[config.mk]
export PLATFORM = sky130hd
export DESIGN_NAME = regfile_mp
export DESIGN_NICKNAME = d
export VERILOG_FILES = /design/src/rtl/regfile_mp.sv
export SDC_FILE = /design/constraint.sdc
export NUM_CORES = 2
export LEC_CHECK = 0
export CORE_ASPECT_RATIO = 2
export CORE_UTILIZATION = 25
export CTS_BUF_LIST = sky130_fd_sc_hd__clkbuf_4 sky130_fd_sc_hd__clkbuf_8
export DETAILED_ROUTE_END_ITERATION = 6
export PLACE_DENSITY = 0.4
export SYNTH_ARGS = -nofsm -noshare
export SYNTH_HDL_FRONTEND = slang
export SYNTH_SLANG_ARGS = --single-unit
[constraint.sdc]
create_clock -name clk -period 78.7 [get_ports clk]
set_clock_uncertainty 0.1 [all_clocks]
set_input_delay 7.87 -clock clk [delete_from_list [all_inputs] [get_ports clk]]
set_output_delay 7.87 -clock clk [all_outputs]
set_load 0.01 [all_outputs]
[src/rtl/regfile_mp.sv]
// Multi-ported register file with per-register busy (pending-producer) bits.
// Optional same-cycle write-to-read forwarding; register 0 is hardwired to zero.
module regfile_mp_rdport #(
  parameter int XLEN   = 32,
  parameter int NREG   = 32,
  parameter int NWR    = 2,
  parameter int BYPASS = 1,
  parameter int AW     = $clog2(NREG)
) (
  input  logic [NREG-1:0][XLEN-1:0] i_regs,
  input  logic [NREG-1:0]           i_busy,
  input  logic [NWR-1:0]            i_wr_en,
  input  logic [NWR*AW-1:0]         i_wr_addr,
  input  logic [NWR*XLEN-1:0]       i_wr_data,
  input  logic [AW-1:0]             i_addr,
  output logic [XLEN-1:0]           o_data,
  output logic                      o_busy
);
  logic [XLEN-1:0] w_fwd;
  logic            w_hit;

  // Ascending scan so the highest-numbered matching port is the one kept.
  always_comb begin
    w_fwd = '0;
    w_hit = 1'b0;
    for (int p = 0; p < NWR; p++) begin
      if (i_wr_en[p] && (i_wr_addr[p*AW +: AW] == i_addr) && (i_addr != '0)) begin
        w_fwd = i_wr_data[p*XLEN +: XLEN];
        w_hit = 1'b1;
      end
    end
  end

  always_comb begin
    o_data = (i_addr == '0) ? '0 : i_regs[i_addr];
    o_busy = i_busy[i_addr];
    if ((BYPASS != 0) && w_hit) begin
      o_data = w_fwd;
      o_busy = 1'b0;
    end
  end
endmodule

module regfile_mp #(
  parameter int XLEN   = 32,
  parameter int NREG   = 32,
  parameter int NRD    = 2,
  parameter int NWR    = 2,
  parameter int BYPASS = 1,
  parameter int AW     = $clog2(NREG)
) (
  input  logic                 clk,
  input  logic                 rst,
  input  logic [NRD*AW-1:0]    rd_addr,
  output logic [NRD*XLEN-1:0]  rd_data,
  output logic [NRD-1:0]       rd_busy,
  input  logic [NWR-1:0]       wr_en,
  input  logic [NWR*AW-1:0]    wr_addr,
  input  logic [NWR*XLEN-1:0]  wr_data,
  input  logic                 resv_en,
  input  logic [AW-1:0]        resv_addr,
  input  logic                 flush
);
  logic [NREG-1:0][XLEN-1:0] r_regs;
  logic [NREG-1:0]           r_busy;
  logic [NREG-1:0][XLEN-1:0] w_regs_nxt;
  logic [NREG-1:0]           w_busy_nxt;

  // A reservation in the same cycle as a write is the newer producer, so it
  // is applied after the write clears; flush trumps both.
  always_comb begin
    w_regs_nxt = r_regs;
    w_busy_nxt = r_busy;
    for (int p = 0; p < NWR; p++) begin
      if (wr_en[p] && (wr_addr[p*AW +: AW] != '0)) begin
        w_regs_nxt[wr_addr[p*AW +: AW]] = wr_data[p*XLEN +: XLEN];
        w_busy_nxt[wr_addr[p*AW +: AW]] = 1'b0;
      end
    end
    if (resv_en && (resv_addr != '0)) w_busy_nxt[resv_addr] = 1'b1;
    if (flush) w_busy_nxt = '0;
    w_regs_nxt[0] = '0;
    w_busy_nxt[0] = 1'b0;
  end

  always_ff @(posedge clk or posedge rst) begin
    if (rst) begin
      r_regs <= '0;
      r_busy <= '0;
    end else begin
      r_regs <= w_regs_nxt;
      r_busy <= w_busy_nxt;
    end
  end

  for (genvar i = 0; i < NRD; i++) begin : g_rd
    regfile_mp_rdport #(
      .XLEN(XLEN), .NREG(NREG), .NWR(NWR), .BYPASS(BYPASS), .AW(AW)
    ) u_rd (
      .i_regs   (r_regs),
      .i_busy   (r_busy),
      .i_wr_en  (wr_en),
      .i_wr_addr(wr_addr),
      .i_wr_data(wr_data),
      .i_addr   (rd_addr[i*AW +: AW]),
      .o_data   (rd_data[i*XLEN +: XLEN]),
      .o_busy   (rd_busy[i])
    );
  end
endmodule

# Yosys cells after proc, flatten, opt, wreduce, memory -nomap -nowiden
# Cells that the tools add are included.
[totals]
ff_bits = 1023
latch_bits = 0
mem_bits_rw = 0
mem_bits_ro = 0
in_bits = 95
out_inout_bits = 66
elab_cells = 110
mem_count = 0
[classes]
add_sub_neg = 0
mul = 0
div_mod_pow = 0
order_cmp = 8
n_eq_ne = 4
n_shift = 0
mux = 40
bitwise = 5
reduce_logical = 21
[op_table]
columns = ["cell", "count"]
rows = [
  ["bitwise mux 1024 bit", 2],
  ["2-to-1 mux 1024 bit", 2],
  ["2-to-1 mux 32 bit", 16],
  ["binary-select mux 32 bit (select 5 bit)", 2],
  ["demux 32 bit (select 5 bit)", 2],
  ["bitwise AND 32 bit", 2],
  ["NOT 32 bit", 2],
  ["bitwise OR 32 bit", 1],
  ["less-than comparator 5 x 6 -> 1 bit (second input constant)", 5],
  ["nonzero test 5 bit", 5],
  ["== test 5 bit", 4],
  ["demux 1 bit (select 5 bit)", 3],
  ["greater-or-equal comparator 5 x 1 -> 1 bit (second input constant)", 3],
  ["logical AND 1 bit", 14],
  ["2-to-1 mux 1 bit", 11],
  ["binary-select mux 1 bit (select 5 bit)", 2],
  ["logical NOT 5 bit", 2],
]

# Longest topological paths before layout
[depth]
depth_word = 12
ltp_mapped = 11
mapped_depth_nobuf = 6

# Hierarchy
# From an unflattened synthesis, not the netlist that was laid out.
[hier_totals]
hier_cells = 7949
hier_area_um2 = 70948.0
[by_module_without_submodules]
columns = ["mod", "n_inst", "cells_each", "area_per_inst_um2", "seq_area_each_um2"]
rows = [
  ["regfile_mp", 1, 6273, 52740.6, 25599.6],
  ["regfile_mp_rdport", 2, 838, 9103.7, 0.0],
]

# Worst setup path after synthesis
# No wires, ideal clock.
[synth_timing]
path_type = "input -> output"
startpoint = "input port rd_addr[5]"
endpoint = "output port rd_data[57]"
arrival_time_ps = 9887
t_required_ps = 70730
slack_ps = 60843
cell_stages = 9
n_path_buf = 4
path_cell_list = "buf_4 buf_4 buf_2 buf_2 mux4_2 a22oi_1 o21ai_0 a221oi_1 o21ai_0"
[synth_via]
elab_chain_len = 6
elab_cells_between_ends = 16
cone_classes = "eq/ne: 2; mux: 8; reduce/logical: 6"
[synth_rtl]
columns = ["element", "line", "text"]
rows = [
  ["start: declaration", "54", "input logic [NRD*AW-1:0] rd_addr,"],
  ["parallel branches: the longest is 5 deep, another holds binary-select mux 32 bit (select 5 bit)", "n/a", ""],
  ["2-to-1 mux 32 bit (*)", "37", "if ((BYPASS != 0) && w_hit) begin"],
  ["end: declaration", "55", "output logic [NRD*XLEN-1:0] rd_data,"],
]
# Mark *: on every way between the ends. The select of a mux whose other input is x is not followed.

# Worst setup path in the final report
[layout_timing]
startpoint = "input port rd_addr[0]"
endpoint = "output port rd_data[13]"
# Same word-level chain as after synthesis.

==> run summary <==
Hold WS -> 0.473 ns
Initial detailed-routing violation count -> 6,429
Average size of a mapped cell -> 10.0 um2
Clock Sink Count -> 1,023
H-tree Lvls -> 4
First-pass GRT wire length -> 500 mm
ANT nets after route -> 0
Vias -> 56,500
Area of placed instances -> 70,100 um2
Synth area leader -> dfrtp_1
DIE AREA -> 263,000 um2
WL/cell -> 37.8 um
Maximum clock insertion buffer count -> 4
Pin count of the biggest net entering global routing -> 155
Critical Path RT -> 70.73 ns
P_leak -> 30.1 nW
Synth warn -> 0
R2R Path Start -> r_regs[118]
FILL cells -> 27,100
Register area share after synthesis -> 0.393
Core ar. -> 259,000 um2
Cells after DPL -> 9,497
DRC -> 22
Layout cells sized above 1 -> 0.180
CTS tree -> done
WL final -> 371 mm
Vias in the first global route -> 55,500
DP HPWL -> 229 mm
Num CTS Buffers -> 172
Starting density of the core -> 0.252
Post-synth top cells -> dfrtp_1, mux2i_1, nand2_1, o21ai_0, clkbuf_1
Top-count cell post-synth -> dfrtp_1
Area growth syn-to-layout -> 13.1%
Routability cong. -> 0.912
Synth cell types -> 68
Port Buf Inserts -> 160
Syn Nets -> 6,586
CTS Hold Bufs -> 0
Io pins -> 161
TNS Setup -> 0 ns
VDD IR-drop max -> 0.0134 mV
CP max FO -> 91
Finished Layout Cells -> 9,807
Flops & latches, synth -> 1,023
Worst slew margin -> 0.0431
Row count -> 264
GRT Residual Overflow -> 0
Synth Instances -> 6,491
Startpoint Class -> primary input
Max frequency -> 46.4 MHz
PostCTS Resize Cnt -> 0
Clock Latency Late Sink -> 0.95 ns
Die Width -> 363 um
Min Clock Period, post-route -> 21.55 ns
Setup CP Type -> primary input to output port
Final net count -> 6,308
Critical Path Source -> rd_addr[0]
Max Cap Viol -> 0
Main flop type after synthesis -> dfrtp_1
RSZ-0062 raised after global routing -> false
Post-CTS setup buffer count -> 0
Yosys top cell area share -> 0.393
Status -> complete, but fails checks
Violated checks -> DRC
Number of flops mapped to enable cells by yosys -> 0
Critical path data arrival time -> 13.58 ns
TritonRoute pass-1 iters -> 7
Critical path capture point type -> output port
Min-delay src -> r_busy[20]
Final setup viols -> 0
CTS root buf -> clkbuf_8
Total global-route track usage -> 0.276
Worst-margin pin slew -> 1.42 ns
Slew Viols, Final -> 0
Post-synth ARST share -> 1.00
Initial antenna violation count -> 30
Pwr dens -> 24.8 nW/um2
Clock-pin slew on the worst setup and hold paths -> 0.07 ns
Post-Syn Area -> 65,200 um2
Hold WC Path Type -> flip-flop to flip-flop
Period utilisation layout -> 0.274
DR vias/cell -> 5.76
Die height -> 724 um
Final Cell Area -> 73,700 um2
Synth top area cells -> dfrtp_1, mux2i_1, mux4_2
Hold Violations, Final -> 0
==> registers in the layout (all words and copies together) (netlist names) <==
name / count
r_busy: 31
r_regs: 992
==> critical path: stages <==
cell and delay (ns):
buf_8 0.56, buf_12 0.62, or4_4 0.29, nor2_4 0.05, nor4_4 1.02, buf_4 0.66
or4_2 0.52, buf_4 0.53, o21ai_0 0.54, clkdlybuf4s50_1 0.63
==> final cells by class <==
class / count / area (um2) / area share
antenna: 10 / 25.0 / 0.000339
clock buffer: 277 / 3430 / 0.0465
clock inverter: 23 / 201 / 0.00273
inverter: 9 / 45.0 / 0.000611
multi-input combinational: 4619 / 36700 / 0.498
sequential: 1023 / 25600 / 0.347
tap: 3458 / 4330 / 0.0587
timing repair buffer: 388 / 3390 / 0.0460
==> kinds of logic after synthesis <==
family | after synthesis | synth area share
AOI/OAI and AO/OA | 1645 | 0.152
xor gates and xnor gates | 20 | 0.00269
buffers and inverters | 849 | 0.0530
DFF | 1023 | 0.393
muxes | 1455 | 0.305
and+or+nand+nor | 1499 | 0.0948
==> metrics by stage <==
step	utilization	power [mW]	worst slack [ns]
6_report	0.285	1.83	57.15
2_1_floorplan	-	1.08	41.94
4_1_cts	0.285	1.83	57.25
3_5_place_dp	0.271	1.29	57.25
3_3_place_gp	0.271	1.27	57.21
5_1_grt	0.285	1.90	57.11
==> cell usage in the layout, fill, tap and decap left out, types with 6 or more instances in the layout <==
| cell | netlist | layout |
|---|---|---|
| a211oi_1 | 33 | 33 |
| a21oi_1 | 534 | 533 |
| a221o_1 | 22 | 22 |
| a221oi_1 | 20 | 20 |
| a222oi_1 | 56 | 56 |
| a22o_1 | 8 | 8 |
| a22oi_1 | 42 | 42 |
| a32oi_1 | 145 | 145 |
| and2_1 | 33 | 24 |
| and3_1 | 13 | 11 |
| buf_12 | 0 | 6 |
| buf_4 | 22 | 224 |
| clkbuf_4 | 0 | 61 |
| clkbuf_8 | 0 | 216 |
| clkdlybuf4s50_1 | 0 | 148 |
| clkinv_2 | 0 | 17 |
| dfrtp_1 | 1023 | 1023 |
| diode_2 | 0 | 10 |
| mux2_2 | 77 | 77 |
| mux2i_1 | 961 | 961 |
| mux4_2 | 417 | 417 |
| nand2_1 | 702 | 672 |
| nand2_2 | 0 | 6 |
| nand2_4 | 0 | 24 |
| nand2b_1 | 12 | 9 |
| nand3_1 | 31 | 31 |
| nand3b_1 | 19 | 19 |
| nand4_1 | 6 | 6 |
| nor2_1 | 562 | 533 |
| nor2_4 | 1 | 26 |
| nor2b_1 | 26 | 21 |
| nor3_1 | 60 | 55 |
| o21ai_0 | 621 | 621 |
| o21ai_1 | 16 | 16 |
| o221ai_1 | 15 | 15 |
| o22a_1 | 11 | 11 |
| o22ai_1 | 35 | 35 |
| o2bb2ai_1 | 60 | 60 |
| xnor2_1 | 17 | 17 |
==> worst paths after layout <==
| check | endpoint | slack, ns | cells after the start |
|---|---|---|---|
| worst max-delay path | rd_data[13] | 57.15 | 10 |
| worst max register to register | r_regs[118] | 77.71 | 2 |
| min in group asynchronous | r_regs[811] | 7.38 | 2 |
| worst min-delay path | r_busy[20] | 0.47 | 2 |
| max in group asynchronous | r_regs[698] | 67.43 | 6 |
| worst min register to register | r_busy[20] | 0.47 | 2 |
==> where the power goes <==
part           switching [mW]  internal (mW)
sequential              0.117          0.661
clock                   0.259          0.285
combinational           0.266          0.242
==> routing by layer <==
| layer | share of wire | track usage | vias to the layer above | wire length (um) |
|---|---|---|---|---|
| met5 | 0.00041 | 0 | - | 152 |
| met4 | 0.10 | 0.235 | 24 | 37700 |
| met3 | 0.072 | 0.0521 | 1110 | 26900 |
| met2 | 0.47 | 0.453 | 3152 | 175000 |
| met1 | 0.35 | 0.307 | 28900 | 131000 |
| li1 | - | - | 23300 | - |
Note: power is estimated with default switching activity, not from simulation.
